<file path="src/rtl/ticket_issuer_if.sv">
// Queue write port between the ticket issuer (master) and the customer FIFO (slave).
interface ticket_issuer_if #(
  parameter int unsigned DT_SZ = 4
);
  logic             in_valid;
  logic [DT_SZ-1:0] in_num;
  logic [DT_SZ-1:0] in_time;
  logic             q_full;

  modport master (output in_valid, output in_num, output in_time, input q_full);
  modport slave  (input in_valid, input in_num, input in_time, output q_full);
endinterface

</file>
<file path="src/rtl/ticket_issuer.sv">
// Arrival stage: debounces the customer button and issues one numbered, timed
// queue write per press; presses arriving while the queue is full are counted.
module ticket_issuer #(
  parameter int unsigned     DT_SZ     = 4,
  parameter int unsigned     DB_CYC    = 4,
  parameter logic [DT_SZ-1:0] LFSR_SEED = 4'b1001,
  parameter logic [DT_SZ-1:0] LFSR_TAPS = 4'b1100
) (
  input  logic             clk,
  input  logic             rst,
  input  logic             btn,
  input  logic [DT_SZ-1:0] sw_time,
  output logic [DT_SZ-1:0] drop_cnt,
  ticket_issuer_if.master  wr
);

  localparam int unsigned      CNT_W   = $clog2(DB_CYC + 1);
  localparam logic [DT_SZ-1:0] MAX_VAL = {DT_SZ{1'b1}};
  localparam logic [DT_SZ-1:0] SEED_NZ = (LFSR_SEED == '0) ? DT_SZ'(1) : LFSR_SEED;

  typedef enum logic [1:0] {
    IDLE     = 2'd0,
    ISSUE    = 2'd1,
    WAIT_REL = 2'd2
  } state_t;

  logic             r_s1;
  logic             r_s2;
  logic             r_btn_db;
  logic [CNT_W-1:0] r_db_cnt;
  logic [DT_SZ-1:0] r_lfsr;
  logic             w_lfsr_fb;

  state_t           r_state;
  state_t           w_state_nxt;

  logic             r_valid;
  logic [DT_SZ-1:0] r_num;
  logic [DT_SZ-1:0] r_time;
  logic [DT_SZ-1:0] r_drop;
  logic [DT_SZ-1:0] r_next_num;

  logic             w_valid_nxt;
  logic [DT_SZ-1:0] w_num_nxt;
  logic [DT_SZ-1:0] w_time_nxt;
  logic [DT_SZ-1:0] w_drop_nxt;
  logic [DT_SZ-1:0] w_next_num_nxt;

  // Synchronizer plus debouncer: btn_db follows s2 only after DB_CYC differing cycles.
  always_ff @(posedge clk) begin
    if (rst) begin
      r_s1     <= 1'b0;
      r_s2     <= 1'b0;
      r_btn_db <= 1'b0;
      r_db_cnt <= '0;
    end else begin
      r_s1 <= btn;
      r_s2 <= r_s1;
      if (r_s2 == r_btn_db) begin
        r_db_cnt <= '0;
      end else if (r_db_cnt == CNT_W'(DB_CYC - 1)) begin
        r_btn_db <= r_s2;
        r_db_cnt <= '0;
      end else begin
        r_db_cnt <= r_db_cnt + CNT_W'(1);
      end
    end
  end

  assign w_lfsr_fb = ^(r_lfsr & LFSR_TAPS);

  // Free-running Fibonacci LFSR used as the automatic service time.
  always_ff @(posedge clk) begin
    if (rst) begin
      r_lfsr <= SEED_NZ;
    end else begin
      r_lfsr <= {r_lfsr[DT_SZ-2:0], w_lfsr_fb};
    end
  end

  always_ff @(posedge clk) begin
    if (rst) begin
      r_state <= IDLE;
    end else begin
      r_state <= w_state_nxt;
    end
  end

  always_comb begin
    w_state_nxt = r_state;
    case (r_state)
      IDLE:     if (r_btn_db) w_state_nxt = wr.q_full ? WAIT_REL : ISSUE;
      ISSUE:    w_state_nxt = WAIT_REL;
      WAIT_REL: if (!r_btn_db) w_state_nxt = IDLE;
      default:  w_state_nxt = IDLE;
    endcase
  end

  // Next values of the registered outputs; the strobe is loaded on the IDLE decision edge.
  always_comb begin
    w_valid_nxt    = 1'b0;
    w_num_nxt      = '0;
    w_time_nxt     = '0;
    w_drop_nxt     = r_drop;
    w_next_num_nxt = r_next_num;
    case (r_state)
      IDLE: begin
        if (r_btn_db) begin
          if (wr.q_full) begin
            if (r_drop != MAX_VAL) w_drop_nxt = r_drop + DT_SZ'(1);
          end else begin
            w_valid_nxt = 1'b1;
            w_num_nxt   = r_next_num;
            w_time_nxt  = (sw_time != '0) ? sw_time : r_lfsr;
          end
        end
      end
      ISSUE: begin
        w_next_num_nxt = (r_next_num == MAX_VAL) ? DT_SZ'(1) : r_next_num + DT_SZ'(1);
      end
      default: ;
    endcase
  end

  always_ff @(posedge clk) begin
    if (rst) begin
      r_valid    <= 1'b0;
      r_num      <= '0;
      r_time     <= '0;
      r_drop     <= '0;
      r_next_num <= DT_SZ'(1);
    end else begin
      r_valid    <= w_valid_nxt;
      r_num      <= w_num_nxt;
      r_time     <= w_time_nxt;
      r_drop     <= w_drop_nxt;
      r_next_num <= w_next_num_nxt;
    end
  end

  assign wr.in_valid = r_valid;
  assign wr.in_num   = r_num;
  assign wr.in_time  = r_time;
  assign drop_cnt    = r_drop;

endmodule
</file>
<file path="src/flat_wrapper.sv">
// flat-port wrapper written by rule: the top's interface ports become plain ports
module ticket_issuer_flat 
#(
  parameter int unsigned     DT_SZ     = 4,
  parameter int unsigned     DB_CYC    = 4,
  parameter logic [DT_SZ-1:0] LFSR_SEED = 4'b1001,
  parameter logic [DT_SZ-1:0] LFSR_TAPS = 4'b1100
)
  (clk, rst, btn, sw_time, drop_cnt, wr_in_valid, wr_in_num, wr_in_time, wr_q_full);
  ticket_issuer_if #(.DT_SZ(DT_SZ)) wr_i ();
  input  logic clk;
  input  logic rst;
  input  logic btn;
  input  logic [DT_SZ-1:0] sw_time;
  output logic [DT_SZ-1:0] drop_cnt;
  output wire logic [$bits(wr_i.in_valid)-1:0] wr_in_valid;
  output wire logic [$bits(wr_i.in_num)-1:0] wr_in_num;
  output wire logic [$bits(wr_i.in_time)-1:0] wr_in_time;
  input wire logic [$bits(wr_i.q_full)-1:0] wr_q_full;
  assign wr_in_valid = wr_i.in_valid;
  assign wr_in_num = wr_i.in_num;
  assign wr_in_time = wr_i.in_time;
  assign wr_i.q_full = wr_q_full;
  ticket_issuer #(.DT_SZ(DT_SZ), .DB_CYC(DB_CYC), .LFSR_SEED(LFSR_SEED), .LFSR_TAPS(LFSR_TAPS)) u_core (.clk(clk), .rst(rst), .btn(btn), .sw_time(sw_time), .drop_cnt(drop_cnt), .wr(wr_i));
endmodule
</file>
<file path="config.mk">
export PLATFORM = sky130hd
export DESIGN_NAME = ticket_issuer_flat
export DESIGN_NICKNAME = d
export VERILOG_FILES = /design/src/rtl/ticket_issuer_if.sv /design/src/rtl/ticket_issuer.sv /design/src/flat_wrapper.sv
export SDC_FILE = /design/constraint.sdc
export NUM_CORES = 1
export LEC_CHECK = 0
export ABC_AREA = 1
export BUFFER_PORTS_ARGS = -buffer_cell sky130_fd_sc_hd__clkbuf_2
export CELL_PAD_IN_SITES_DETAIL_PLACEMENT = 1
export CELL_PAD_IN_SITES_GLOBAL_PLACEMENT = 1
export CORE_ASPECT_RATIO = 0.5
export CORE_MARGIN = 2
export CORE_UTILIZATION = 38
export CTS_CLUSTER_DIAMETER = 100
export DETAILED_ROUTE_END_ITERATION = 6
export PLACE_DENSITY_LB_ADDON = 0.08
export RECOVER_POWER = 50
export SKIP_LAST_GASP = 1
export SLEW_MARGIN = 5
export SYNTH_ARGS = -nofsm -noshare
export SYNTH_HDL_FRONTEND = slang
export SYNTH_SLANG_ARGS = --single-unit
</file>
<file path="constraint.sdc">
create_clock -name clk -period 1.25 [get_ports clk]
set_input_delay 0.0625 -clock clk [delete_from_list [all_inputs] [get_ports clk]]
set_output_delay 0.0625 -clock clk [all_outputs]
set_load 0.005 [all_outputs]
</file>
Word-level counts from Yosys, hierarchy flattened
Index checks and enable logic that the tools add are counted.
Widths: inputs -> output; s select.

storage, ports and cells
  register bits after elaboration = 29
  input bits = 8
  output and inout port bits = 13
  logic and storage cells = 41

operators by class
  $add $sub $neg = 3
  equality and inequality tests = 8
  mux-type cells = 7
  bitwise gates (word level) = 3
  reductions and logical operators = 9

operators by type and width
  kind                 count
  $add 4x1->4 const B  2
  $mux 4               2
  $mux 2               3
  $pmux 2 s3           1
  $reduce_or 3->1      2
  $eq 4x4->1 const B   1
  $ne 4x4->1 const B   1
  $reduce_and 2->1     2
  $reduce_and 4->1     1
  $reduce_bool 4->1    1
  $reduce_or 4->1      1
  $reduce_xor 4->1     1
  $add 3x1->3 const B  1
  $eq 3x2->1 const B   1
  $not 1->1            3
  $eq 2x1->1 const B   1
  $eq 2x2->1 const B   1
  $logic_not 2->1      1
  $ne 2x1->1 const B   1
  $ne 2x2->1 const B   1
  $eq 1x1->1           1
  $mux 1               1

Depth between registers and ports, before layout
Gate-level depths: netlist of the first run.

  depth in word-level cells = 3
  depth in mapped cells = 7
  mapped depth without buffers = 7

Worst setup path after synthesis of the first run
OpenSTA, ideal clock, no wires.

  path type = flip-flop to flip-flop
  from = reg u_core.r_drop[0], in the netlist u_core.drop_cnt[0]
  to = reg u_core.r_drop[0], in the netlist u_core.drop_cnt[0]
  library setup time = 0.071 ns
  arrival time = 0.994 ns
  data required time = 1.179 ns
  slack = 0.185 ns
  cell stages (with the launch flop) = 7
  path buffers = 0
  clock period less this slack = 1.065 ns
  cells stage by stage = dfxtp_1 > ha_1 > nand3_1 > nand2_1 > nor2_2 > nand2_1 > a21oi_1

on the way
  cells in the longest elaborated chain, start to end = 2
  elaborated cells on any way between the ends = 3
  classes of those cells = add/sub: 1; eq/ne: 1; reduce/logical: 1

RTL lines
  item                                                                 line                  RTL
  start: declaration                                                   ticket_issuer.sv:40   logic [DT_SZ-1:0] r_drop;
  start signal: assignment                                             ticket_issuer.sv:136  r_drop <= w_drop_nxt;
  parallel branches: the longest is 2 deep, another holds $add 4x1->4  n/a

Parallel ways; which one is timed is not known.
A chain may end at the register's enable or synchronous reset.

Final worst setup path of the first run
  from = reg u_core.r_drop[0], in the netlist u_core.drop_cnt[0]
  to = reg u_core.r_drop[2], in the netlist u_core.drop_cnt[2]

Same word-level chain as after synthesis.

==> results of run 1 <==
## critical path, cell delays in order (launching register included)
cell	delay, ns
sky130_fd_sc_hd__dfxtp_2	0.34
sky130_fd_sc_hd__ha_1	0.22
sky130_fd_sc_hd__nand3_1	0.11
sky130_fd_sc_hd__nand2_1	0.09
sky130_fd_sc_hd__nor2_4	0.14
sky130_fd_sc_hd__nand2_1	0.07
sky130_fd_sc_hd__a21oi_1	0.12
## final timing paths
kind | start | to | slack, ns | cells past startpoint
worst max register to register | u_core.drop_cnt[0] | u_core.drop_cnt[2] | 0.1 | 6
worst min register to register | u_core.r_s1 | u_core.r_s2 | 0.41 | 2
worst max-delay path | u_core.drop_cnt[0] | u_core.drop_cnt[2] | 0.1 | 6
worst min-delay path | sw_time[2] | u_core.wr.in_time[2] | 0.02 | 3
## power groups by stage
stage / clock (W) / combinational, W / sequential [W]
detailed placement: 0 / 0.0000564 / 0.000966
floorplan: 0 / 0.0000315 / 0.000963
CTS: 0.000854 / 0.0000596 / 0.000946
global route: 0.000892 / 0.0000696 / 0.000947
global placement: 0 / 0.0000544 / 0.000965
finish: 0.000835 / 0.0000591 / 0.000946
## final cells by class
class	instances	area (um2)
clock buffers	7	96.34
well taps	37	46.29
inverters	25	93.84
fillers	359	1301
flip-flops and latches	29	583.1
repair buffers	23	120.1
clock inverters	1	5.005
multi-input cells	78	421.7
## per-layer routing
layer / track usage, % / part of all wire, % / up-vias
met3: 6.522 / 5.6 / 3
met2: 25.38 / 44 / 17
li1: - / - / 476
met1: 17.63 / 50 / 393
met4: 3.051 / 0.69 / 0
met5: 0 / 0 / -
## flip-flops by register name (all words and copies together) (netlist names)
register and cells:
u_core.wr.in_time 4, u_core.drop_cnt 4, u_core.r_state 2, u_core.wr.in_num 4, u_core.r_db_cnt 3, u_core.r_next_num 4
u_core.r_lfsr 4, u_core.r_s2 1, u_core.r_btn_db 1, u_core.r_s1 1, u_core.wr.in_valid 1
## per-stage QoR
stage               total power, W  cell area, um2  hold slack, ns   TNS (ns)  util (%)
floorplan                0.0009948            1092          0.1695          0         -
global placement          0.001020            1250          0.2551          0     46.86
detailed placement        0.001023            1250          0.2648          0     46.86
CTS                       0.001860            1361         0.01859          0     51.03
global route              0.001909            1366         0.03761  -0.003285     51.22
finish                    0.001840            1366         0.02358          0     51.22
## logic make-up after synthesis
| kind of cell | count (synthesis) | share of synthesized area (%) |
|---|---|---|
| DFF | 29 | 53.15 |
| and+or+nand+nor | 51 | 21.65 |
| buffers and inverters | 26 | 8.934 |
| xor gates and xnor gates | 1 | 0.8020 |
| AOI/OAI and AO/OA | 22 | 10.88 |
| adders and majority gates | 4 | 4.582 |
## synth_stat cells
cell type,number
sky130_fd_sc_hd__nor2_2,1
sky130_fd_sc_hd__nor2_4,2
sky130_fd_sc_hd__ha_1,4
sky130_fd_sc_hd__nand3_1,5
sky130_fd_sc_hd__o21ai_2,1
sky130_fd_sc_hd__nand2_1,20
sky130_fd_sc_hd__xor2_1,1
sky130_fd_sc_hd__nand3_2,1
sky130_fd_sc_hd__o21ai_1,1
sky130_fd_sc_hd__inv_1,24
sky130_fd_sc_hd__dfxtp_1,29
sky130_fd_sc_hd__a21oi_1,14
sky130_fd_sc_hd__inv_2,1
sky130_fd_sc_hd__nand2_2,1
sky130_fd_sc_hd__o211ai_1,2
sky130_fd_sc_hd__nand4_1,5
sky130_fd_sc_hd__nor2_1,16
sky130_fd_sc_hd__clkbuf_1,1
sky130_fd_sc_hd__o21ai_0,4
## timing repair
item | in CTS | in global routing
endpoints found under the setup margin | 0 | 5
hold endpoints to repair | 1 | 0
resized for setup | 0 | 4
hold buffers | 1 | 0
buffers inserted | 0 | 0
==> impl_metrics.ini, run 1 <==
[clock_network]
insertion_delay_ns = 0.27
cts_num_sinks = 29
cts_buffers = 5
ctsRootBufferMaster = sky130_fd_sc_hd__clkbuf_8
path_clk_slew_ns = 0.06
clock_tree_from_tritoncts = built
cts.path.max_buffers = 2
cts-htree-levels = 2

[floorplanning]
rows = 13
die_area_um2 = 3345
start_util_pct = 40.95
die_x_um = 79.82
design.portCount = 21
core_um2 = 2668
die-height_um = 41.91

[hold_path]
hold_class = primary input to flip-flop

[logic_synthesis]
yosysSeqAreaShare_pct = 53.15
synth_top_cells_by_area = sky130_fd_sc_hd__dfxtp_1 (53%), sky130_fd_sc_hd__inv_1 (8.2%), sky130_fd_sc_hd__nand2_1 (6.9%), sky130_fd_sc_hd__a21oi_1 (6.4%), sky130_fd_sc_hd__nor2_1 (5.5%)
synth.cell_area_um2 = 1092
netlist.top_cell.by_area = sky130_fd_sc_hd__dfxtp_1
number_of_distinct_library_cells_after_synthesis = 19
synth-seq-cells = 29
syn_area_per_cell_um2 = 8.213
synth_nets = 145
synth_top_cell_area_share_pct = 53.15
synthesis.instances = 133
yosysWarningCount = 0

[sta]
layout_setup_ws_ns = 0.09651
slew_viol_final = 0
worst_clock_skew_ns = 0.007260
finalCriticalPeriod_ns = 1.153
slew_headroom_pct = 81.72
transition_time_at_the_pin_with_the_least_slew_margin_ns = 0.2730
achievable-frequency_ghz = 0.8669
post-route-period-util_pct = 92.28
timing_hold_violations_final = 0
finalSetupViolations = 0

[final_layout]
area_growth_syn_to_layout_pct = 25.09
drive_gt1_share_pct = 22.09
finalNetCount = 174
antenna-diode-count = 0
instances_no_fill = 200
final_common_cell = sky130_fd_sc_hd__dfxtp_1
layout_common_cells = sky130_fd_sc_hd__dfxtp_1 (27), sky130_fd_sc_hd__inv_1 (24), sky130_fd_sc_hd__nand2_1 (20)

[worst_setup_path]
critPathCaptureType = flip-flop
critical_path.max_fanout = 6
start_kind = flip-flop
critical_path_arrival_ns = 1.35
critical_path_required_ns = 1.45
criticalPathCategory = flip-flop to flip-flop

[route]
routed_wirelength_um = 2177
antenna_violating_nets_remaining = 0
detail_route.iter0.violations = 18
detailroute.via_count = 889
detail_route.wl_per_cell_um = 10.89
drc_errors = 0
drt_first_pass_iters = 2
avgViaCountPerCell = 4.445

[outcome]
status = complete, no violations

[grt]
maximum_number_of_pins_on_one_net_before_global_route_repair = 11
initial_antenna_violation_count = 0
overflow = 0
overall_global_routing_usage_pct = 14.91
global_route_wire_length_before_repair_um = 3801
grt_pass1_vias = 884

[placed_design]
hpwl_um = 1614
pre_cts_slack_ns = 0.04407
placed_cells = 191
place_congestion = 0.7362
port_buffers = 20

[power]
p_switching_w = 0.0003810
clockPowerShare_pct = 45.4
ir_drop_uv = 534.6
power.density_cell_area_nw_per_um2 = 1347
pwr-share-comb_pct = 3.2
sequentialPowerShare_pct = 51.4
internal-power_w = 0.001459
leakage_nw = 0.6128
power_switching_share_pct = 20.71

[run]
timing.max_cap.violations = 0
(Power assumes the default switching activity.)
==> run 2: changes to the inputs <==
--- a/config.mk
+++ b/config.mk
@@ -5,13 +5,12 @@
 export SDC_FILE = /design/constraint.sdc
 export NUM_CORES = 1
 export LEC_CHECK = 0
-export ABC_AREA = 1
 export BUFFER_PORTS_ARGS = -buffer_cell sky130_fd_sc_hd__clkbuf_2
 export CELL_PAD_IN_SITES_DETAIL_PLACEMENT = 1
 export CELL_PAD_IN_SITES_GLOBAL_PLACEMENT = 1
 export CORE_ASPECT_RATIO = 0.5
 export CORE_MARGIN = 2
-export CORE_UTILIZATION = 38
+export CORE_UTILIZATION = 40
 export CTS_CLUSTER_DIAMETER = 100
 export DETAILED_ROUTE_END_ITERATION = 6
 export PLACE_DENSITY_LB_ADDON = 0.08
@@ -21,3 +20,4 @@
 export SYNTH_ARGS = -nofsm -noshare
 export SYNTH_HDL_FRONTEND = slang
 export SYNTH_SLANG_ARGS = --single-unit
+export TNS_END_PERCENT = 30
==> impl_metrics.ini, run 2 <==
[floorplanning]
die_area_um2 = 3190
start_util_pct = 41.97
rows = 13
die-height_um = 40.95
core_um2 = 2603
design.portCount = 21
die_x_um = 77.90

[final_layout]
layout.core_utilization_pct = 56.83
layout_common_cells = sky130_fd_sc_hd__dfxtp_1 (26), sky130_fd_sc_hd__clkbuf_2 (17), sky130_fd_sc_hd__buf_4 (11)
final_common_cell = sky130_fd_sc_hd__dfxtp_1
area_growth_syn_to_layout_pct = 35.40
finalNetCount = 152
instances_no_fill = 178
drive_gt1_share_pct = 33.33
fillerInstances = 290
antenna-diode-count = 0

[route]
detail_route.iter0.violations = 18
drc_errors = 0
avgViaCountPerCell = 4.820
routed_wirelength_um = 2366
antenna_violating_nets_remaining = 0
detail_route.wl_per_cell_um = 13.29
detailroute.via_count = 858
drt_first_pass_iters = 3

[logic_synthesis]
async_reset_ff_share_pct = 0
synth-seq-cells = 29
synthesis.instances = 103
synth_nets = 115
synth.cell_area_um2 = 1092
number_of_distinct_library_cells_after_synthesis = 32
synth-edff-count = 0
yosysSeqAreaShare_pct = 53.15
ys.flop_type = sky130_fd_sc_hd__dfxtp_1
yosysWarningCount = 0
synth_top_cells_by_area = sky130_fd_sc_hd__dfxtp_1 (53%), sky130_fd_sc_hd__ha_1 (4.6%), sky130_fd_sc_hd__nor2b_1 (4.0%), sky130_fd_sc_hd__nor4b_1 (3.2%), sky130_fd_sc_hd__nand2b_1 (2.9%)
netlist.top_cell.by_area = sky130_fd_sc_hd__dfxtp_1
synth_common_cells = sky130_fd_sc_hd__dfxtp_1 (29), sky130_fd_sc_hd__nor2_1 (8), sky130_fd_sc_hd__nor2b_1 (7)
yosys.cell_count.top_type = sky130_fd_sc_hd__dfxtp_1
synth_top_cell_area_share_pct = 53.15
syn_area_per_cell_um2 = 10.60

[worst_setup_path]
criticalPathCategory = flip-flop to flip-flop
reg2regPathDepth = 3
critical_path.max_fanout = 4
worstReg2RegStart = u_core.r_state[1]
max_stage_delay_ns = 0.34
critical_path.slowest_cell = sky130_fd_sc_hd__dfxtp_2
worst-r2r-setup-slack_ns = 0.02
critical_path_arrival_ns = 1.39
worstSetupStartpoint = u_core.r_state[1]
critical_path.n_buffers_inverters = 0
r2r-end = u_core.drop_cnt[0]
start_kind = flip-flop
cells_along_the_critical_path = nand4bb_4 -> a31oi_4 -> mux2_1
critical_path_required_ns = 1.41
critical_path.top_delay_family = flip-flops
critPathCaptureType = flip-flop

[hold_path]
holdPathEnd = u_core.wr.in_time[1]
hold_depth = 2
hold_path_startpoint = sw_time[1]
hold_class = primary input to flip-flop

[sta]
slew_viol_final = 0
slew_headroom_pct = 78.36
worst_clock_skew_ns = 0.004822
finalCriticalPeriod_ns = 1.227
timing_hold_violations_final = 0
finalSetupViolations = 0
post-route-period-util_pct = 98.16
transition_time_at_the_pin_with_the_least_slew_margin_ns = 0.3200
setup-tns-final_ns = 0
achievable-frequency_ghz = 0.8150

[placed_design]
port_buffers = 20
placed_cells = 169
hpwl_um = 1584
place_congestion = 0.7005

[clock_network]
cts_setup_buffers = 0
cts_num_sinks = 29
insertion_delay_ns = 0.28
cts-htree-levels = 2
path_clk_slew_ns = 0.06
cts.path.max_buffers = 2
cts_buffers = 5
ctsRootBufferMaster = sky130_fd_sc_hd__clkbuf_8
clock_tree_from_tritoncts = built

[grt]
grt_pass1_vias = 811
maximum_number_of_pins_on_one_net_before_global_route_repair = 10
overall_global_routing_usage_pct = 17.24
grt_use_met3_pct = 6.388
initial_antenna_violation_count = 0
overflow = 0
global_route_wire_length_before_repair_um = 3857
grt_util_met1_pct = 19.60
global_route.usage.met2_pct = 30.17
grt.busiest_layer = met2

[outcome]
status = complete, no violations

[run]
timing.max_cap.violations = 0

[power]
leakage_nw = 0.5886
power.density_cell_area_nw_per_um2 = 1354
ir_drop_uv = 735.0
finalPower_w = 0.002003
-- run 2: cell count changes after synthesis, moves of 5 or more --
| cell | before | now |
|---|---|---|
| sky130_fd_sc_hd__nand2b_1 | 0 | 5 |
| sky130_fd_sc_hd__nor3_1 | 0 | 5 |
| sky130_fd_sc_hd__nor2_1 | 16 | 8 |
| sky130_fd_sc_hd__nand4_1 | 5 | 0 |
| sky130_fd_sc_hd__nand2_1 | 20 | 4 |
| sky130_fd_sc_hd__a21oi_1 | 14 | 3 |
| sky130_fd_sc_hd__inv_1 | 24 | 2 |
| sky130_fd_sc_hd__nor2b_1 | 0 | 7 |
-- run 2: cells by family after synthesis --
kind of cell	synth area share [%]
simple gates	26.80
flops	53.15
compound gates	8.706
buf+inv	1.489
fa+ha+maj	4.582
xor+xnor	2.406
mux	2.864
-- run 2: routing by layer --
| metal | share of wire, % | up-vias |
|---|---|---|
| li1 | - | 437 |
| met1 | 47 | 395 |
| met2 | 45 | 23 |
| met3 | 6.5 | 3 |
| met4 | 1.2 | 0 |
| met5 | 0 | - |
-- run 2: worst max path at each step --
stage,slack (ns),cells after the start,to
6_report,0.02,3,u_core.drop_cnt[0]
5_1_grt,-0.008,3,u_core.drop_cnt[0]
4_1_cts,-0.004,4,u_core.r_db_cnt[1]
3_5_place_dp,-0.01,4,u_core.r_db_cnt[1]
3_3_place_gp,0.02,4,u_core.r_db_cnt[0]
2_1_floorplan,0.004,3,u_core.drop_cnt[0]
-- run 2: per-stage QoR --
| stage | hold slack (ns) | area [um2] | setup WS (ns) |
|---|---|---|---|
| floorplan | 0.1412 | 1092 | 0.004171 |
| global placement | 0.2734 | 1313 | 0.02279 |
| detailed placement | 0.2815 | 1313 | -0.01356 |
| CTS | 0.04399 | 1445 | -0.004388 |
| global route | 0.06530 | 1479 | -0.008119 |
| finish | 0.05735 | 1479 | 0.02300 |
-- run 2: area by class of cell --
| class | instances | area, um2 | share of cell area (%) |
|---|---|---|---|
| flip-flops and latches | 29 | 584.3 | 39.51 |
| clock buffers | 7 | 86.33 | 5.838 |
| multi-input cells | 70 | 535.5 | 36.21 |
| repair buffers | 32 | 188.9 | 12.77 |
| inverters | 2 | 7.507 | 0.5076 |
| clock inverters | 1 | 30.03 | 2.030 |
| well taps | 37 | 46.29 | 3.130 |
-- run 2: what timing repair did --
action / CTS / global route
resized for setup: 2 / 8
gates cloned: 0 / 0
endpoints found under the setup margin: 4 / 11
endpoints found under the hold margin: 1 / 0
hold buffers: 1 / 0
pin swaps: 1 / 1
-- run 2: report_power, final --
part	internal, W	switching (W)	leakage (nW)
sequential	0.000939	0.00000830	0.237
combinational	0.0000322	0.0000332	0.293
clock	0.000649	0.000341	0.0585
==> run 3: changes to the inputs <==
==> constraint.sdc (replaced) <==
create_clock -name clk -period 1.25 [get_ports clk]
set_input_delay 0.25 -clock clk [delete_from_list [all_inputs] [get_ports clk]]
set_output_delay 0.25 -clock clk [all_outputs]
set_load 0.005 [all_outputs]
==> impl_metrics.ini, run 3 (synthesized netlist as in run 2, its figures left out) <==
[sta]
post-route-period-util_pct = 96.28
slew_headroom_pct = 66.44
achievable-frequency_ghz = 0.8309
transition_time_at_the_pin_with_the_least_slew_margin_ns = 0.5034
worst_clock_skew_ns = 0.008301
finalCriticalPeriod_ns = 1.204
finalSetupViolations = 0
slew_viol_final = 0
timing_hold_violations_final = 0
setup_repair_after_global_routing_missed_its_margin = true

[worst_setup_path]
reg2regPathDepth = 4
critical_path.max_fanout = 3
critical_path.slowest_cell = sky130_fd_sc_hd__or3_4
critPathMostFrequentCell = sky130_fd_sc_hd__ha_1
max_stage_delay_ns = 0.35
critical_path_required_ns = 1.47
critical_path_arrival_ns = 1.43
critPathCaptureType = flip-flop
start_kind = flip-flop
criticalPathCategory = flip-flop to flip-flop
cells_along_the_critical_path = ha_1 -> ha_1 -> or3_4 -> nor2_2

[grt]
grt_pass1_vias = 809
maximum_number_of_pins_on_one_net_before_global_route_repair = 13
initial_antenna_violation_count = 0
overall_global_routing_usage_pct = 16.45
grt.busiest_layer = met2
global_route.usage.met2_pct = 24.14
grt_util_met1_pct = 20.21
overflow = 0
global_route_wire_length_before_repair_um = 3663
grt_use_met3_pct = 7.489

[power]
leakage_nw = 0.5749
power.density_cell_area_nw_per_um2 = 1363
p_switching_w = 0.0003783
ir_drop_uv = 667.5
clockPowerShare_pct = 49.6
power_switching_share_pct = 19.00
pwr-share-comb_pct = 3.0
internal-power_w = 0.001612
sequentialPowerShare_pct = 47.4

[floorplanning]
die-height_um = 40.95
core_um2 = 2603
die_area_um2 = 3190
design.portCount = 21
start_util_pct = 41.97
die_x_um = 77.90
rows = 13

[route]
detail_route.wl_per_cell_um = 12.83
antenna_violating_nets_remaining = 0
detailroute.via_count = 867
avgViaCountPerCell = 4.898
routed_wirelength_um = 2271
drt_first_pass_iters = 3
drc_errors = 0
detail_route.iter0.violations = 13

[final_layout]
instances_no_fill = 177
layout.core_utilization_pct = 56.11
final_common_cell = sky130_fd_sc_hd__dfxtp_1
fillerInstances = 294
layout_common_cells = sky130_fd_sc_hd__dfxtp_1 (27), sky130_fd_sc_hd__clkbuf_2 (16), sky130_fd_sc_hd__buf_4 (9)
finalNetCount = 151
sequential_cell_area_um2 = 585.6
drive_gt1_share_pct = 30.00
antenna-diode-count = 0
multi_input_area_um2 = 534.3
area_growth_syn_to_layout_pct = 33.68

[placed_design]
place_congestion = 0.7098
hpwl_um = 1612
placed_cells = 169
port_buffers = 20

[hold_path]
hold_class = primary input to flip-flop
hold_depth = 2

[clock_network]
cts-htree-levels = 2
cts_setup_buffers = 0
ctsRootBufferMaster = sky130_fd_sc_hd__clkbuf_8
cts_num_sinks = 29
holdBufCountCts = 0
insertion_delay_ns = 0.28
path_clk_slew_ns = 0.06
cts.path.max_buffers = 2
cts_buffers = 5
clock_tree_from_tritoncts = built

[run]
timing.max_cap.violations = 0

[outcome]
status = complete, no violations
-- run 3: power groups by stage --
| stage | Combinational, W | Sequential (W) | Clock, W |
|---|---|---|---|
| 2_1_floorplan | 0.0000300 | 0.000964 | 0 |
| 4_1_cts | 0.0000621 | 0.000947 | 0.00101 |
| 5_1_grt | 0.0000659 | 0.000946 | 0.00106 |
| 3_5_place_dp | 0.0000597 | 0.000966 | 0 |
| 6_report | 0.0000590 | 0.000944 | 0.000987 |
| 3_3_place_gp | 0.0000585 | 0.000966 | 0 |
-- run 3: per-layer routing --
metal  part of all wire [%]  vias to the layer above  routed length (um)
met3                    7.1                        5                 162
met1                     51                      407                1152
met4                    1.6                        0                  37
li1                       -                      431                   -
met2                     40                       24                 918
met5                      0                        -                   0
-- run 3: path summary, 6_finish.rpt --
kind / slack, ns / start / end
setup / recovery: 0.05 / u_core.r_db_cnt[0] / u_core.r_db_cnt[2]
hold reg to reg: 0.42 / u_core.r_db_cnt[0] / u_core.r_db_cnt[0]
hold / removal: 0.19 / btn / u_core.r_s1
setup reg to reg: 0.05 / u_core.r_db_cnt[0] / u_core.r_db_cnt[2]
-- run 3: area by class of cell --
cell class                      count  share of cell area (%)
Sequential cell                    29                   40.10
Multi-Input combinational cell     70                   36.59
Timing Repair Buffer               31                   11.65
Clock buffer                        7                   5.913
Tap cell                           37                   3.171
Clock inverter                      1                   2.057
Inverter                            2                  0.5141
-- run 3: repair_timing --
| action | 4_1_cts | 5_1_grt |
|---|---|---|
| endpoints found under the hold margin | 0 | 0 |
| pin swaps | 2 | 1 |
| endpoints found under the setup margin | 4 | 5 |
| gates resized for setup | 4 | 5 |
-- run 3: stage by stage --
stage	worst slack, ns	hold slack [ns]	total power, W	area [um2]	setup TNS (ns)
4_1_cts	-0.007460	0.1823	0.002024	1440	-0.007460
3_3_place_gp	0.02205	0.4077	0.001025	1313	0
2_1_floorplan	0.004171	0.3287	0.0009940	1092	0
6_report	0.04644	0.1879	0.001991	1460	0
5_1_grt	-0.01489	0.2056	0.002074	1460	-0.02843
3_5_place_dp	-0.01850	0.4179	0.001026	1313	-0.02674
-- run 3: worst max-delay path, delay by kind of cell (launching register included) --
kind / cells / cell delay [ns]
fa+ha+maj: 2 / 0.38
flops: 1 / 0.31
simple gates: 2 / 0.45
